==> src/rtl/seal_verifier.sv <==
// Seal-record verifier: loads a 3-word sealed record, replays sensor_id/value/mono
// through the shared CRC16 engine, then checks CRC match, strictly increasing
// mono and session consistency against the anti-replay history.
module seal_verifier (
  input  logic        clk,
  input  logic        rst,
  output logic [7:0]  crc_byte,
  output logic        crc_feed,
  input  logic        crc_busy,
  input  logic [15:0] crc_value,
  output logic        crc_init,
  input  logic        rec_wr,
  input  logic [31:0] rec_in,
  input  logic        ctrl_wr,
  input  logic [8:0]  ctrl_in,
  output logic [31:0] status_out,
  output logic [31:0] last_mono_out
);

  typedef enum logic [1:0] {StIdle, StFeed, StCheck} state_e;

  state_e      state_q, state_d;
  logic [1:0]  wr_seq_q, wr_seq_d;
  logic        rec_full_q, rec_full_d;
  logic [31:0] w0_q, w0_d, w1_q, w1_d, w2_q, w2_d;
  logic [7:0]  sid_q, sid_d;
  logic [3:0]  byte_idx_q, byte_idx_d;
  logic        wait_q, wait_d;
  logic        done_q, done_d;
  logic        dropped_q, dropped_d;
  logic        fmt_err_q, fmt_err_d;
  logic        sess_ok_q, sess_ok_d;
  logic        mono_ok_q, mono_ok_d;
  logic        crc_ok_q, crc_ok_d;
  logic        pass_q, pass_d;
  logic        hist_q, hist_d;
  logic [31:0] last_mono_q, last_mono_d;
  logic [7:0]  locked_sid_q, locked_sid_d;

  // Record field views
  logic [7:0]  rec_sid;
  logic [31:0] rec_mono;
  logic [15:0] rec_crc;
  logic [7:0]  rec_pad;
  logic        chk_crc, chk_mono, chk_sess;
  logic        busy;

  assign rec_sid  = w1_q[31:24];
  assign rec_mono = {w2_q[31:24], w1_q[23:0]};
  assign rec_crc  = w2_q[23:8];
  assign rec_pad  = w2_q[7:0];

  assign chk_crc  = (crc_value == rec_crc);
  assign chk_mono = !hist_q || (rec_mono > last_mono_q);
  assign chk_sess = !hist_q || (rec_sid == locked_sid_q);

  assign busy          = (state_q != StIdle);
  assign status_out    = {23'b0, done_q, dropped_q, fmt_err_q, sess_ok_q, mono_ok_q,
                          crc_ok_q, pass_q, ~busy, busy};
  assign last_mono_out = last_mono_q;

  // Next-state, record load, CRC handshake and verdict logic
  always_comb begin
    state_d      = state_q;
    wr_seq_d     = wr_seq_q;
    rec_full_d   = rec_full_q;
    w0_d         = w0_q;
    w1_d         = w1_q;
    w2_d         = w2_q;
    sid_d        = sid_q;
    byte_idx_d   = byte_idx_q;
    wait_d       = wait_q;
    done_d       = done_q;
    dropped_d    = dropped_q;
    fmt_err_d    = fmt_err_q;
    sess_ok_d    = sess_ok_q;
    mono_ok_d    = mono_ok_q;
    crc_ok_d     = crc_ok_q;
    pass_d       = pass_q;
    hist_d       = hist_q;
    last_mono_d  = last_mono_q;
    locked_sid_d = locked_sid_q;
    crc_byte     = 8'h00;
    crc_feed     = 1'b0;
    crc_init     = 1'b0;

    unique case (state_q)
      StIdle: begin
        if (ctrl_wr) begin
          done_d    = 1'b0;
          fmt_err_d = 1'b0;
          sess_ok_d = 1'b0;
          mono_ok_d = 1'b0;
          crc_ok_d  = 1'b0;
          pass_d    = 1'b0;
          if (ctrl_in[0]) begin
            sid_d     = ctrl_in[8:1];
            dropped_d = 1'b0;
            if (!rec_full_q || rec_pad != 8'h00) begin
              fmt_err_d = 1'b1;
              done_d    = 1'b1;
            end else begin
              crc_init   = 1'b1;
              byte_idx_d = 4'd0;
              // First FEED cycle acts as a wait so no feed follows crc_init directly
              wait_d     = 1'b1;
              state_d    = StFeed;
            end
          end else begin
            wr_seq_d   = 2'd0;
            rec_full_d = 1'b0;
          end
        end else if (rec_wr) begin
          case (wr_seq_q)
            2'd0: begin
              w0_d     = rec_in;
              wr_seq_d = 2'd1;
            end
            2'd1: begin
              w1_d     = rec_in;
              wr_seq_d = 2'd2;
            end
            2'd2: begin
              w2_d       = rec_in;
              wr_seq_d   = 2'd0;
              rec_full_d = 1'b1;
            end
            default: wr_seq_d = 2'd0;
          endcase
        end
      end

      StFeed: begin
        if (wait_q) begin
          if (!crc_busy) begin
            if (byte_idx_q == 4'd9) state_d = StCheck;
            else                    wait_d  = 1'b0;
          end
        end else if (!crc_busy) begin
          crc_feed = 1'b1;
          case (byte_idx_q)
            4'd0:    crc_byte = sid_q;
            4'd1:    crc_byte = w0_q[7:0];
            4'd2:    crc_byte = w0_q[15:8];
            4'd3:    crc_byte = w0_q[23:16];
            4'd4:    crc_byte = w0_q[31:24];
            4'd5:    crc_byte = rec_mono[7:0];
            4'd6:    crc_byte = rec_mono[15:8];
            4'd7:    crc_byte = rec_mono[23:16];
            4'd8:    crc_byte = rec_mono[31:24];
            default: crc_byte = 8'h00;
          endcase
          byte_idx_d = byte_idx_q + 4'd1;
          wait_d     = 1'b1;
        end
      end

      StCheck: begin
        if (!crc_busy) begin
          crc_ok_d   = chk_crc;
          mono_ok_d  = chk_mono;
          sess_ok_d  = chk_sess;
          pass_d     = chk_crc && chk_mono && chk_sess;
          done_d     = 1'b1;
          state_d    = StIdle;
          rec_full_d = 1'b0;
          wr_seq_d   = 2'd0;
          if (chk_crc && chk_mono && chk_sess) begin
            last_mono_d  = rec_mono;
            locked_sid_d = rec_sid;
            hist_d       = 1'b1;
          end
        end
      end

      default: state_d = StIdle;
    endcase

    // A verify arriving mid-operation is lost; flag it
    if (busy && ctrl_wr && ctrl_in[0]) dropped_d = 1'b1;

    // Engine strobes drop immediately on reset, not at the next edge
    if (rst) begin
      crc_feed = 1'b0;
      crc_init = 1'b0;
    end
  end

  // State and history registers
  always_ff @(posedge clk or posedge rst) begin
    if (rst) begin
      state_q      <= StIdle;
      wr_seq_q     <= 2'd0;
      rec_full_q   <= 1'b0;
      w0_q         <= 32'h0;
      w1_q         <= 32'h0;
      w2_q         <= 32'h0;
      sid_q        <= 8'h00;
      byte_idx_q   <= 4'd0;
      wait_q       <= 1'b0;
      done_q       <= 1'b0;
      dropped_q    <= 1'b0;
      fmt_err_q    <= 1'b0;
      sess_ok_q    <= 1'b0;
      mono_ok_q    <= 1'b0;
      crc_ok_q     <= 1'b0;
      pass_q       <= 1'b0;
      hist_q       <= 1'b0;
      last_mono_q  <= 32'h0;
      locked_sid_q <= 8'h00;
    end else begin
      state_q      <= state_d;
      wr_seq_q     <= wr_seq_d;
      rec_full_q   <= rec_full_d;
      w0_q         <= w0_d;
      w1_q         <= w1_d;
      w2_q         <= w2_d;
      sid_q        <= sid_d;
      byte_idx_q   <= byte_idx_d;
      wait_q       <= wait_d;
      done_q       <= done_d;
      dropped_q    <= dropped_d;
      fmt_err_q    <= fmt_err_d;
      sess_ok_q    <= sess_ok_d;
      mono_ok_q    <= mono_ok_d;
      crc_ok_q     <= crc_ok_d;
      pass_q       <= pass_d;
      hist_q       <= hist_d;
      last_mono_q  <= last_mono_d;
      locked_sid_q <= locked_sid_d;
    end
  end

endmodule

==> config.mk <==
export PLATFORM = sky130hd
export DESIGN_NAME = seal_verifier
export DESIGN_NICKNAME = d
export VERILOG_FILES = /design/src/rtl/seal_verifier.sv
export SDC_FILE = /design/constraint.sdc
export NUM_CORES = 1
export LEC_CHECK = 0
export CAP_MARGIN = 0
export CORE_ASPECT_RATIO = 0.6
export CORE_MARGIN = 3
export CORE_UTILIZATION = 49
export CTS_CLUSTER_SIZE = 16
export DETAILED_ROUTE_END_ITERATION = 10
export GPL_ROUTABILITY_DRIVEN = 0
export PLACE_DENSITY = 0.8
export SYNTH_ARGS = -nofsm -noshare
export SYNTH_HDL_FRONTEND = slang
export SYNTH_SLANG_ARGS = --single-unit
==> constraint.sdc <==
create_clock -name clk -period 9.01 [get_ports clk]
set_input_delay 1.3515 -clock clk [delete_from_list [all_inputs] [get_ports clk]]
set_output_delay 1.3515 -clock clk [all_outputs]
set_load 0.005 [all_outputs]
==> metrics, run 1 <==
gr busiest metal=met2; RSZ-0062 raised after global routing=no; Die Width=173 µm; # setup viols final=0; Root Buffer=clkbuf_16; Via Count=5791; path depth of the worst reg2reg path=8; largest net degree at the start of global routing=85; skew final=9.26 ps; top-level I/O count=136; first-pass GRT wire length=33300 µm; Initial Utilization=51.7%; outcome=finished clean; Most used DFF post-synth=dfrtp_1; Crit Path Class=input port to primary output; Setup TNS=0 ps; arrival time at the worst endpoint=3490 ps; Crit. End Element=primary output; CTS Hold Bufs=0; Core Area=15900 µm²; clk sink count=162; initial antenna violation count=0; Yosys cell types=50; Async SR Flop Fraction=100%; final net count=881; worst-margin pin slew=983 ps; Final ANT Viol Nets=0; die height=around 110 µm; Layout area overhead=21.1%; row count=35; layout cells sized above 1=a little under a quarter; Post-Synthesis Cell Area=8200 µm²; routed len/inst=20.4 µm; clk buf depth=2; vias in the first global route=5946; port buffer count=112; FF+latch area=4050 µm²; share of the synthesized area in the top cell type=49.5%; highest clock rate=0.207 GHz; post-synth top area cell=dfrtp_1; routed vias/inst=around 5.7; placed cell area=9340 µm²; final period utilization=53.7%; drt total wl=20800 µm; met1 usage=~34%; worst rel slew slack=34.4%; n_diodes=0; Worst setup SP type=input port; largest cells by area after synthesis=dfrtp_1 (49%), mux2_2 (19%), ha_1 (5.5%), buf_4 (2.9%), inv_1 (1.9%); Syn Area/Cell=12.0 µm²; sequential share of the synthesized area=49.5%; Worst-path clk slew=~60 ps; die area=18400 µm²; CTS Buf Count=17; pwr dens=~260 nW/µm²; Leak=between 0.004 and 0.005 µW; Worst-Skew Late Latency=420 ps; post-synthesis cell count=685; gr usage total=23.3%; fin. max-slew vios=0; Worst Hold Class=flip-flop to flip-flop; area of the multi-input gates=3690 µm²; Worst EP required=7660 ps; PostCTS Resize Cnt=0; fin area=~10000 µm²; final hold vios=0; H-tree levels=4; post-CTS setup buffers=0; CTS tree=yes; Starting DRT DRC Count=693; Max rail drop VDD=roughly 0.15 mV; Fill cells=~1200; routing usage on met2=36.6%; DR pass1 iterations=6; register bit count reported by yosys=162; Post-synth EDFFs=0; hold path depth=2; CP Max Fanout=9; hpwl dp=around 15000 µm; Worst R2R Setup Slack=5650 ps; total of max-cap violations=0; Yosys warnings=0; total gr overflow=0; met3 usage=between 4 and 5%; minimum clock period=4840 ps; DRC viols=0
==> stage by stage <==
stage / utilization (%) / hold slack (ps) / cells / power (µW) / setup WS (ps)
after floorplan: - / 440 / 707 / 1600 / 3280
after global placement: 58.9 / 457 / 986 / 1800 / 4230
after detailed placement: 58.9 / 464 / 986 / 1850 / 4190
after CTS: 62.6 / 481 / 1018 / 2580 / 4190
after global routing: 62.6 / 509 / 1018 / 2710 / 4080
final: 62.6 / 475 / 1018 / 2570 / 4170
==> Yosys cell counts, drive strengths merged (2+ instances only) <==
master	n
or2	2
xnor2	11
nor3	7
buf	46
nand3	6
a211oi	5
a222oi	11
nor2	32
ha	36
a21o	5
a21oi	26
o211ai	2
xor2	13
nor2b	7
nand4	10
and3	2
a221oi	4
dfrtp	162
a22oi	3
and2	3
clkbuf	13
nor4	7
inv	42
a31oi	6
nand2	37
mux2	148
mux2i	2
o21ai	16
a22o	6
a32oi	2
==> registers in the layout, summed over array words and instances, names as in the netlist, 2 cells and up <==
signal and flops:
locked_sid_q 8, w1_q 32, byte_idx_q 4, last_mono_out 32, wr_seq_q 2, w2_q 32
sid_q 8, state_q 2, w0_q 32
==> critical path, stage by stage <==
cell	delay [ps]
clkdlybuf4s50_1	550
nor3_1	320
o211ai_1	430
nor2_1	300
clkdlybuf4s50_1	540
==> worst paths after layout <==
check	from	end
worst max register to register	w1_q[14]$_DFFE_PP0P_	last_mono_out[18]$_DFFE_PP0P_
worst min-delay path	mono_ok_q$_DFFE_PP0P_	mono_ok_q$_DFFE_PP0P_
worst min register to register	mono_ok_q$_DFFE_PP0P_	mono_ok_q$_DFFE_PP0P_
worst max-delay path	crc_busy	crc_byte[2]
min in group asynchronous	rst	fmt_err_q$_DFFE_PP0P_
max in group asynchronous	rst	w2_q[19]$_DFFE_PP0P_
==> layout make-up <==
| class | instances | area share, % |
|---|---|---|
| clock inverter | 10 | 1.01 |
| inverter | 42 | 1.64 |
| sequential | 162 | 40.8 |
| multi-input combinational | 444 | 37.2 |
| clock buffer | 22 | 4.88 |
| tap | 222 | 2.80 |
| timing repair buffer | 116 | 11.6 |
==> cells by family (layout without fill, tap and decap cells) <==
logic type | count (synthesis) | in the layout | synth area share (%)
DFF | 162 | 162 | 49.5
muxes | 150 | 150 | 20.9
and+or+nand+nor | 117 | 117 | 6.93
buffers and inverters | 101 | 190 | 6.58
AOI/OAI and AO/OA | 94 | 94 | 8.03
adders and majority gates | 36 | 36 | 5.50
xor gates and xnor gates | 24 | 24 | 2.56
other | 1 | 23 | 0.0458
==> cells in the final DEF, fill, tap and decap left out, types with 16 or more instances in the layout <==
cell and n:
dfrtp_1 162, nand2_1 36, mux2_2 139, o21ai_0 16
conb_1 23, a21oi_1 26, clkdlybuf4s50_1 112, clkbuf_16 17
nor2_1 32, inv_1 41, ha_1 36
==> metal layers <==
layer	up-vias	wire length (µm)
met5	-	0
met3	21	1460
met4	0	187
met2	222	9400
li1	2589	-
met1	2959	9720
==> where the power goes <==
part | internal, µW | leakage [µW] | switching (µW)
Clock | 412 | 0.000275 | 299
Sequential | 939 | 0.00205 | 218
Combinational | 374 | 0.00204 | 333
Power figures use the tool's default switching activity.
==> inputs of run 2 (changes only) <==
--- a/config.mk
+++ b/config.mk
@@ -12,7 +12,7 @@
 export CTS_CLUSTER_SIZE = 16
 export DETAILED_ROUTE_END_ITERATION = 10
 export GPL_ROUTABILITY_DRIVEN = 0
-export PLACE_DENSITY = 0.8
+export PLACE_DENSITY = 0.83
 export SYNTH_ARGS = -nofsm -noshare
 export SYNTH_HDL_FRONTEND = slang
 export SYNTH_SLANG_ARGS = --single-unit
==> constraint.sdc (replaced) <==
create_clock -name clk -period 4.4 [get_ports clk]
set_input_delay 0.66 -clock clk [delete_from_list [all_inputs] [get_ports clk]]
set_output_delay 0.66 -clock clk [all_outputs]
set_load 0.005 [all_outputs]
==> metrics, run 2 (synthesized netlist as in run 1, its figures left out) <==
DR pass1 iterations=6 (unchanged); Core Area=15900 µm² (unchanged); commonest non-fill, non-tap cell in the layout=dfrtp_1; CTS tree=yes; skew final=10.2 ps (+0.927 ps); H-tree levels=4 (unchanged); final net count=882 (+0.11%); n_diodes=0 (unchanged); highest clock rate=between 0.2 and 0.3 GHz; routed len/inst=20.2 µm (-1.1%); PostCTS Resize Cnt=0 (unchanged); Leak=0.00441 µW (+0.90%); total of max-cap violations=0 (unchanged); routed vias/inst=5.67 (-0.31%); Crit. End Element=primary output; arrival time at the worst endpoint=3270 ps (-220 ps); fin. max-slew vios=0 (unchanged); top-level I/O count=136 (unchanged); CTS Hold Bufs=0 (unchanged); layout cells sized above 1=23.8% (+0.22 points); final hold vios=0 (unchanged); CTS Buf Count=17 (unchanged); Final WS setup=467 ps (-3710 ps); cell total after placement=987 (+0.10%); worst rel slew slack=34.5% (about the same); CP Max Fanout=17 (+8); Root Buffer=clkbuf_16; Worst setup SP type=flip-flop; worst-margin pin slew=980 ps (-3.69 ps); outcome=finished clean; Final ANT Viol Nets=0 (unchanged); port buffer count=112 (unchanged); clk sink count=162 (unchanged); DRC viols=0 (unchanged); DP Worst Slack=750 ps (-3440 ps); drt total wl=20600 µm (-0.98%); most frequent cells in the layout=dfrtp_1 (162), mux2_2 (139), clkdlybuf4s50_1 (112), inv_1 (41); gr usage total=22.9% (-0.44 points); clk buf depth=2 (unchanged); largest net degree at the start of global routing=122 (+44%); Crit Path Class=flip-flop to primary output; hpwl dp=14800 µm (-1.6%); Max rail drop VDD=0.336 mV (+120%); Worst Hold Class=flip-flop to flip-flop; total gr overflow=0 (unchanged); die height=106 µm (unchanged); pwr dens=536 nW/µm² (+110%); post-CTS setup buffers=0 (unchanged); Starting DRT DRC Count=704 (+1.6%); die area=18400 µm² (unchanged); vias in the first global route=5800 (-2.5%); row count=35 (unchanged); initial antenna violation count=0 (unchanged); Via Count=5779 (-0.21%); Worst EP required=3740 ps (-3920 ps); minimum clock period=3930 ps; Die Width=173 µm (unchanged); # setup viols final=0 (unchanged); Non-Filler Instances=1019 (+0.098%); Initial Utilization=51.7% (unchanged); final period utilization=89.4%; total power draw=5360 µW (+110%); Setup TNS=0 ps (unchanged); first-pass GRT wire length=32700 µm (-1.8%); Worst-Skew Late Latency=420 ps (about the same); Worst-path clk slew=60 ps (about the same); Layout area overhead=21.9%; RSZ-0062 raised after global routing=no
run 2: cell types whose count changed in the layout (fill, tap and decap cells not counted):
cell / before / now
clkinv_2: 1 / 2
clkinvlp_4: 4 / 2
buf_12: 0 / 1
bufinv_16: 1 / 3
clkbuf_1: 1 / 0
clkinv_4: 2 / 4
inv_6: 3 / 1
run 2: per-stage QoR:
step / hold WS [ps] / cell area (µm²) / util, %
5_1_grt: 523 / 9990 / 63.0
4_1_cts: 484 / 9990 / 63.0
3_5_place_dp: 470 / 9360 / 59.0
6_report: 490 / 9990 / 63.0
3_3_place_gp: 464 / 9360 / 59.0
2_1_floorplan: 440 / 8280 / -
run 2: layout make-up:
cell class,instances,area (µm²)
clock buffers,21,480
flip-flops and latches,162,4050
fillers,1234,5860
well taps,222,278
multi-input cells,444,3690
repair buffers,117,1170
inverters,42,161
clock inverters,11,151
run 2: power by group:
group,leakage [µW],switching [µW],internal [µW]
Clock,0.000310,610,958
Sequential,0.00205,455,1920
Combinational,0.00205,647,765
run 2: layer usage:
| metal | global-route usage [%] | vias to the layer above | part of all wire [%] | routed length, µm |
|---|---|---|---|---|
| li1 | - | 2589 | - | - |
| met1 | 33.6 | 2903 | 46 | 9460 |
| met2 | 33.2 | 267 | 43 | 8890 |
| met3 | 7.03 | 20 | 9.4 | 1940 |
| met4 | 5.20 | 0 | 1.3 | 267 |
| met5 | 0 | - | 0 | 0 |
run 2: worst paths after layout:
path / start / to / slack, ps / depth (start not counted)
worst max-delay path: byte_idx_q[0]$_DFFE_PP0P_ / crc_byte[5] / 470 / 8
worst min-delay path: fmt_err_q$_DFFE_PP0P_ / fmt_err_q$_DFFE_PP0P_ / 490 / 2
worst max register to register: w1_q[13]$_DFFE_PP0P_ / locked_sid_q[5]$_DFFE_PP0P_ / 950 / 8
worst min register to register: fmt_err_q$_DFFE_PP0P_ / fmt_err_q$_DFFE_PP0P_ / 490 / 2
max in group asynchronous: rst / w1_q[17]$_DFFE_PP0P_ / 2990 / 3
min in group asynchronous: rst / done_q$_DFFE_PP0P_ / 560 / 2
run 2: critical path: stages (launching register included):
cell and delay (ps):
dfrtp_1 440, inv_1 120, ha_1 560, a222oi_1 230
and2_1 220, a211oi_1 400, a21oi_1 80, nor2_1 250
clkdlybuf4s50_1 560
==> inputs of run 3 (changes only) <==
--- a/config.mk
+++ b/config.mk
@@ -13,6 +13,7 @@
 export DETAILED_ROUTE_END_ITERATION = 10
 export GPL_ROUTABILITY_DRIVEN = 0
 export PLACE_DENSITY = 0.83
+export SLEW_MARGIN = 10
 export SYNTH_ARGS = -nofsm -noshare
 export SYNTH_HDL_FRONTEND = slang
 export SYNTH_SLANG_ARGS = --single-unit
==> results of run 3 <==
Final layout, timing and power as in run 2 (identical DEF).
